[src/rtl/l2_port_arbiter.sv]
// Two-port arbiter for the L2 port, shared by JTAG (port 0) and a system master (port 1).
// Round-robin with burst lock. Defining L2_ARB_JTAG_PRIO_EN makes port 0 win every tie.
module l2_port_arbiter #(
  parameter int ADDR_W    = 32,
  parameter int DATA_W    = 32,
  parameter int MAX_OUTST = 2,
  parameter int MAX_LOCK  = 256
) (
  input  logic                     clk_i,
  input  logic                     rst_i,
  input  logic [1:0]               req_i,
  input  logic [1:0]               lock_i,
  input  logic [1:0][ADDR_W-1:0]   addr_i,
  input  logic [1:0]               we_i,
  input  logic [1:0][DATA_W/8-1:0] be_i,
  input  logic [1:0][DATA_W-1:0]   wdata_i,
  output logic [1:0]               gnt_o,
  output logic [1:0]               rvalid_o,
  output logic [DATA_W-1:0]        rdata_o,
  output logic                     mem_req_o,
  input  logic                     mem_gnt_i,
  output logic [ADDR_W-1:0]        mem_addr_o,
  output logic                     mem_we_o,
  output logic [DATA_W/8-1:0]      mem_be_o,
  output logic [DATA_W-1:0]        mem_wdata_o,
  input  logic                     mem_rvalid_i,
  input  logic [DATA_W-1:0]        mem_rdata_i,
  output logic                     lock_break_o
);

  localparam int PTR_W  = (MAX_OUTST > 1) ? $clog2(MAX_OUTST) : 1;
  localparam int CNT_W  = $clog2(MAX_OUTST + 1);
  localparam int LCNT_W = $clog2(MAX_LOCK + 1);
  localparam int LB_W   = LCNT_W + 1;

  typedef enum logic [1:0] {
    IDLE  = 2'd0,
    LOCK0 = 2'd1,
    LOCK1 = 2'd2
  } state_t;

  state_t               state_reg;
  logic                 last_reg;
  logic                 hold_valid_reg;
  logic                 hold_port_reg;
  logic [LCNT_W-1:0]    lock_cnt_reg;
  logic [MAX_OUTST-1:0] id_mem_reg;
  logic [PTR_W-1:0]     wr_ptr_reg;
  logic [PTR_W-1:0]     rd_ptr_reg;
  logic [CNT_W-1:0]     count_reg;

  logic            win;
  logic            win_req;
  logic            fifo_full;
  logic            accept;
  logic            pop;
  logic            head;
  logic [LB_W-1:0] lock_beats;
  logic            break_hit;

  // A waiting winner keeps the port until it is served or withdraws its request.
  always_comb begin
    win = 1'b0;
    case (state_reg)
      LOCK0: win = 1'b0;
      LOCK1: win = 1'b1;
      default: begin
        if (hold_valid_reg && req_i[hold_port_reg]) begin
          win = hold_port_reg;
        end else if (&req_i) begin
`ifdef L2_ARB_JTAG_PRIO_EN
          win = 1'b0;
`else
          win = ~last_reg;
`endif
        end else begin
          win = req_i[1];
        end
      end
    endcase
  end

  assign fifo_full   = (count_reg == CNT_W'(MAX_OUTST));
  assign win_req     = req_i[win];
  assign mem_req_o   = win_req & ~fifo_full & ~rst_i;
  assign accept      = mem_req_o & mem_gnt_i;
  assign mem_addr_o  = addr_i[win];
  assign mem_we_o    = we_i[win];
  assign mem_be_o    = be_i[win];
  assign mem_wdata_o = wdata_i[win];

  assign head    = id_mem_reg[rd_ptr_reg];
  assign pop     = mem_rvalid_i & (count_reg != '0) & ~rst_i;
  assign rdata_o = mem_rdata_i;

  // Beats of the current burst including this one; a fresh burst starts at 1.
  assign lock_beats   = (state_reg == IDLE) ? LB_W'(1) : ({1'b0, lock_cnt_reg} + LB_W'(1));
  assign break_hit    = accept & lock_i[win] & (lock_beats >= LB_W'(MAX_LOCK));
  assign lock_break_o = break_hit;

  generate
    for (genvar gi = 0; gi < 2; gi++) begin : g_port
      assign gnt_o[gi]    = accept & (win == 1'(gi));
      assign rvalid_o[gi] = pop & (head == 1'(gi));
    end
  endgenerate

  always_ff @(posedge clk_i) begin
    if (rst_i) begin
      state_reg      <= IDLE;
      last_reg       <= 1'b1;
      hold_valid_reg <= 1'b0;
      hold_port_reg  <= 1'b0;
      lock_cnt_reg   <= '0;
      id_mem_reg     <= '0;
      wr_ptr_reg     <= '0;
      rd_ptr_reg     <= '0;
      count_reg      <= '0;
    end else begin
      hold_valid_reg <= win_req & ~accept;
      hold_port_reg  <= win;
      if (accept) begin
        last_reg               <= win;
        id_mem_reg[wr_ptr_reg] <= win;
        wr_ptr_reg             <= wr_ptr_reg + PTR_W'(1);
      end
      if (pop) begin
        rd_ptr_reg <= rd_ptr_reg + PTR_W'(1);
      end
      count_reg <= count_reg + CNT_W'(accept) - CNT_W'(pop);

      case (state_reg)
        IDLE: begin
          if (accept && lock_i[win] && !break_hit) begin
            state_reg    <= win ? LOCK1 : LOCK0;
            lock_cnt_reg <= LCNT_W'(1);
          end
        end
        default: begin
          if (accept) begin
            if (!lock_i[win] || break_hit) begin
              state_reg    <= IDLE;
              lock_cnt_reg <= '0;
            end else begin
              lock_cnt_reg <= lock_beats[LCNT_W-1:0];
            end
          end else if (!req_i[win] && !lock_i[win]) begin
            state_reg    <= IDLE;
            lock_cnt_reg <= '0;
          end
        end
      endcase
    end
  end

endmodule

[config.mk]
export PLATFORM = sky130hd
export DESIGN_NAME = l2_port_arbiter
export DESIGN_NICKNAME = d
export VERILOG_FILES = /design/src/rtl/l2_port_arbiter.sv
export SDC_FILE = /design/constraint.sdc
export NUM_CORES = 1
export LEC_CHECK = 0
export ABC_AREA = 1
export ABC_CLOCK_PERIOD_IN_PS = 7180
export BUFFER_PORTS_ARGS = -buffer_cell sky130_fd_sc_hd__clkbuf_2
export CELL_PAD_IN_SITES_DETAIL_PLACEMENT = 2
export CELL_PAD_IN_SITES_GLOBAL_PLACEMENT = 2
export CORE_MARGIN = 2
export CORE_UTILIZATION = 14
export CTS_CLUSTER_DIAMETER = 120
export DETAILED_ROUTE_END_ITERATION = 8
export PLACE_DENSITY_LB_ADDON = 0.12
export SLEW_MARGIN = 15
export SYNTH_ARGS = -nofsm -noshare
export SYNTH_HDL_FRONTEND = slang
export SYNTH_SLANG_ARGS = --single-unit
[constraint.sdc]
create_clock -name clk_i -period 7.18 [get_ports clk_i]
set_input_delay 1.436 -clock clk_i [delete_from_list [all_inputs] [get_ports clk_i]]
set_output_delay 1.436 -clock clk_i [all_outputs]
set_load 0.02 [all_outputs]
# After elaboration in Yosys (flattened, before gate mapping)
# Index checks and enable logic that the tools add are counted.
[classes]
add_sub_neg = 5
n_lt_le_gt_ge = 6
eq_ne = 5
n_mux = 34
n_bitwise = 18
n_reduce_logical = 15
[op_table]
columns = ["operator", "count"]
rows = [
  ["$mux 32", 4],
  ["$mux 9", 5],
  ["$mux 1", 13],
  ["$and 1x1->1", 12],
  ["$mux 2", 6],
  ["$add 9x1->10 const B", 1],
  ["$ge 10x9->1 const B", 1],
  ["$mux 10", 1],
  ["$lt 1x2->1 const B", 4],
  ["$mux 4", 2],
  ["$not 1->1", 6],
  ["$logic_and 1x1->1", 5],
  ["$eq 2x2->1 const B", 2],
  ["$reduce_and 2->1", 2],
  ["$logic_not 1->1", 3],
  ["$ne 3x1->1 const B", 1],
  ["$reduce_and 3->1", 1],
  ["$reduce_bool 3->1", 1],
  ["$add 1x1->1 const B", 2],
  ["$add 2x1->2", 1],
  ["$bwmux 2", 1],
  ["$eq 2x1->1 const B", 1],
  ["$logic_not 2->1", 1],
  ["$ne 2x1->1 const B", 1],
  ["other kinds (6)", 6],
]
[word_totals]
register_bits = 20
input_bits = 178
word_cells = 92

# Logic depth before layout (Yosys ltp)
[depth]
ltp_word = 16
mapped_depth = 14
ltp_nobuf = 14

# Worst setup path after synthesis
# No wires, ideal clock.
[synth_path]
kind = "in2out"
from = "input port req_i[1]"
to = "output port gnt_o[0]"
t_arrival_ns = 2.439
required_ns = 5.744
path_slack_ns = 3.305
cell_stages = 8
n_path_buf = 0
cell_sequence = "inv_1 > nor2_2 > nand2_2 > nand3_1 > nand4_2 > nor2_8 > inv_1 > nor2_1"
[synth_via]
elab_chain_len = 11
[synth_lines]
columns = ["item", "line", "rtl"]
rows = [
  ["start: declaration", "11", "input logic [1:0] req_i,"],
  ["$mux 1 (not written as such) (2 in a row)", "68", "if (hold_valid_reg && req_i[hold_port_reg]) begin"],
  ["$logic_and 1x1->1", "68", ""],
  ["$mux 1", "68", ""],
  ["$pmux 1 s2", "64", "case (state_reg)"],
  ["$mux 1 (not written as such) (2 in a row)", "84", "assign win_req = req_i[win];"],
  ["$and 1x1->1 (2 in a row)", "85", "assign mem_req_o = win_req & ~fifo_full & ~rst_i;"],
  ["$and 1x1->1", "86", "assign accept = mem_req_o & mem_gnt_i;"],
  ["$and 1x1->1 *", "103", "assign gnt_o[gi] = accept & (win == 1'(gi));"],
  ["end: declaration", "17", "output logic [1:0] gnt_o,"],
]
# Every way passes the cells marked *; elsewhere a longest branch is shown, timed or not. The select of a mux whose other input is x is not followed.

# Worst setup path in the final report
[layout_path]
from = "input port req_i[1]"
to = "output port lock_break_o"
[layout_via]
elab_chain_len = 12
[layout_lines]
columns = ["item", "line", "rtl"]
rows = [
  ["$mux 1 (not written as such) (2 in a row)", "68", ""],
  ["$logic_and 1x1->1", "68", ""],
  ["$mux 1", "68", ""],
  ["$pmux 1 s2", "64", ""],
  ["$mux 1 (not written as such) (2 in a row)", "84", ""],
  ["$and 1x1->1 (2 in a row)", "85", ""],
  ["$and 1x1->1", "86", ""],
  ["$and 1x1->1 * (2 in a row)", "98", "assign break_hit = accept & lock_i[win] & (lock_beats >= LB_W'(MAX_LOCK));"],
  ["end: declaration", "28", "output logic lock_break_o"],
]
# Marked as above.

==> out/metrics.yaml <==
timing:
  min_period_over_period_pct: 74.1
  setup_viol: 0
  fin_ws_ps: 1860
  slew_headroom_pct: 40.0
  fin_crit_ps: 5320
  final_hold_viol_count: 0
  drv_slew: 0
  tightest_slew_ps: 900
  fmax_mhz: 188
  rsz0062_at_grt: "false"
  fin_setup_tns_ps: 0
  skew_ps: 4.76
yosys:
  yosysSeqAreaShare_pct: 17.6
  yosysWarnings: 0
  yosys.area.top_type_share_pct: 39.9
  synth_cells: 424
  synth_common_cells: "nand2_1 (242), buf_4 (33), inv_1 (28), dfxtp_1 (20), nor2_1 (20)"
  synthTopCellsByArea: "nand2_1 (40%), dfxtp_1 (18%), buf_4 (11%)"
  synth_cell_types: 30
  syn_nets: 607
  yosysTopAreaCell: "nand2_1"
  syn_avg_cell_area_um2: 5.37
  synth.most_common_cell: "nand2_1"
  synth_edf_count: 0
  ys_seq_elements: 20
  async_reset_ff_share_pct: 0
  ys.flop_type: "dfxtp_1"
  syn_area_um2: 2280
clocking:
  cts_tree: "done"
  root_buffer: "clkbuf_16"
  cts.sinks: 20
  cts_resized: 0
  clockBufferDepth: 2
  clock_latency_ps: 250
  clk_pin_slew_ps: 60
  htreeDepth: 1
  post_cts_buffers: 0
  hold_buffers: 0
  numCtsBuffers: 3
grt:
  grt_pass1_vias: 3494
  antenna_found_initial: 1
  grt_max_degree: 74
  grt_pass1_wl_mm: 18.3
  gr-usage-all-layers_pct: 12.9
  grt.overflow.total: 0
power:
  seq_power_share_pct: 22.6
  vdd_drop_max_mv: 0.0739
  intPower_mw: 0.316
  power.switching_mw: 0.215
  power_leakage_nw: 2.09
  netSwitchingFraction_pct: 40.5
  p_clk_share_pct: 29.2
  p_per_area_nw_per_um2: 155
  comb_power_share_pct: 48.2
routing:
  dr_wl_met2_mm: 6.44
  post_drt_wl_per_cell_um: 14.3
  wl_mm: 11.6
  top_layer: "met5"
  wl_met1_mm: 4.21
  ant_nets: 0
  wl_met3_um: 873
  drc: 0
  drt-initial-drc-count: 74
  vias_per_cell: 4.01
  dr.pass1.iters: 4
  dr_total_vias: 3267
cells_and_area:
  areaGrowthSynthToFinish_pct: 50.4
  antenna_cells: 0
  utilization_pct: 21.6
  largest_register_ffs: 9
  nets: 782
  fin_area_um2: 3430
  instances_no_fill: 814
  drive_gt1_share_pct: 40.1
place:
  dpl-instance-area_um2: 3320
  port_buffers: 220
  pre_cts_ws_ps: 1710
  dpl.hpwl_mm: 9.85
  place.gp.congestion: 0.711
  dp.cells: 810
status:
  status: "finished, final reports clean"
die:
  fp.dieW_um: 132
  die-area_um2: 17300
  die_h_um: 132
  top_level_ports: 285
  start_util_pct: 14.3
  core_area_um2: 15900
  core.rowCount: 46
hold_path:
  hold_start: "id_mem_reg[0]"
  whs_endpoint: "id_mem_reg[0]"
  min_path_cells: 2
  hold_class: "register to register"
critical_path:
  path_max_fanout: 73
  crit_arrival_ps: 3880
  worstPathRequired_ps: 5740
  r2r_slack_ps: 3840
  crit_start: "req_i[1]"
  criticalPathCategory: "input port to output port"
  timing.rr.end: "lock_cnt_reg[0]"
  crit-reg2reg-launch: "state_reg[1]"
  critPathLaunchType: "input port"
  cp-end-kind: "output port"
  r2r_cells: 12
run:
  drv_cap: 0
[stage by stage]
stage	total power, mW	hold WS, ps
2_1_floorplan	0.299	425
3_3_place_gp	0.382	445
3_5_place_dp	0.386	448
4_1_cts	0.547	463
5_1_grt	0.571	497
6_report	0.531	459
[cell families (layout without fill, tap and decap cells)]
family / count (synthesis) / count (layout) / synth area share, %
and+or+nand+nor: 295 / 295 / 53.3
adders and majority gates: 5 / 5 / 2.75
DFF: 20 / 20 / 17.6
AOI/OAI and AO/OA: 19 / 19 / 5.16
buffers and inverters: 81 / 255 / 19.7
xor gates and xnor gates: 4 / 4 / 1.54
[layout by cell type (no fill, tap or decap), drive strengths merged]
| master | Yosys | routed |
|---|---|---|
| inv | 30 | 30 |
| o2111ai | 1 | 1 |
| dfxtp | 20 | 20 |
| o211ai | 1 | 1 |
| nor2 | 25 | 25 |
| nand4 | 11 | 11 |
| o22ai | 1 | 1 |
| clkbuf | 8 | 223 |
| o21ai | 3 | 3 |
| a31oi | 1 | 1 |
| nand2 | 246 | 246 |
| buf | 43 | 1 |
| nand3 | 6 | 6 |
| nor3 | 5 | 5 |
| o21bai | 1 | 1 |
| ha | 5 | 5 |
| xor2 | 4 | 4 |
| bufinv | 0 | 1 |
| nor3b | 2 | 2 |
| a21oi | 11 | 11 |
[layout make-up]
type | count | area [um2]
Fill cell | 2059 | 12500
Multi-Input combinational cell | 323 | 1430
Timing Repair Buffer | 221 | 1110
Sequential cell | 20 | 400
Tap cell | 216 | 270
Inverter | 30 | 113
Clock buffer | 3 | 75.1
Clock inverter | 1 | 30.0
[power groups by stage]
stage / sequential, mW / combinational [mW] / clock (mW)
6_report: 0.120 / 0.256 / 0.155
5_1_grt: 0.121 / 0.285 / 0.165
4_1_cts: 0.120 / 0.265 / 0.162
3_5_place_dp: 0.122 / 0.264 / 0
3_3_place_gp: 0.122 / 0.259 / 0
2_1_floorplan: 0.121 / 0.178 / 0
[layer usage]
metal,vias up,GRT usage [%]
met2,118,25.6
met3,10,3.78
met5,-,0
li1,1606,-
met1,1531,13.4
met4,2,1.93
[worst max-delay path: stages]
cell	delay (ps)
clkbuf_2	90
inv_1	80
nor2_2	40
nand2_2	90
nand2_4	410
inv_2	850
nand2_1	150
nand2_2	280
nand2_1	110
nor2_1	100
clkbuf_2	180
[how the worst max path moves through the flow]
stage	endpoint	slack, ps
detailed placement	lock_break_o	1710
CTS	lock_break_o	1700
floorplan	gnt_o[0]	3300
finish	lock_break_o	1860
global placement	lock_break_o	1810
global route	lock_break_o	1530
(Power assumes the default switching activity.)
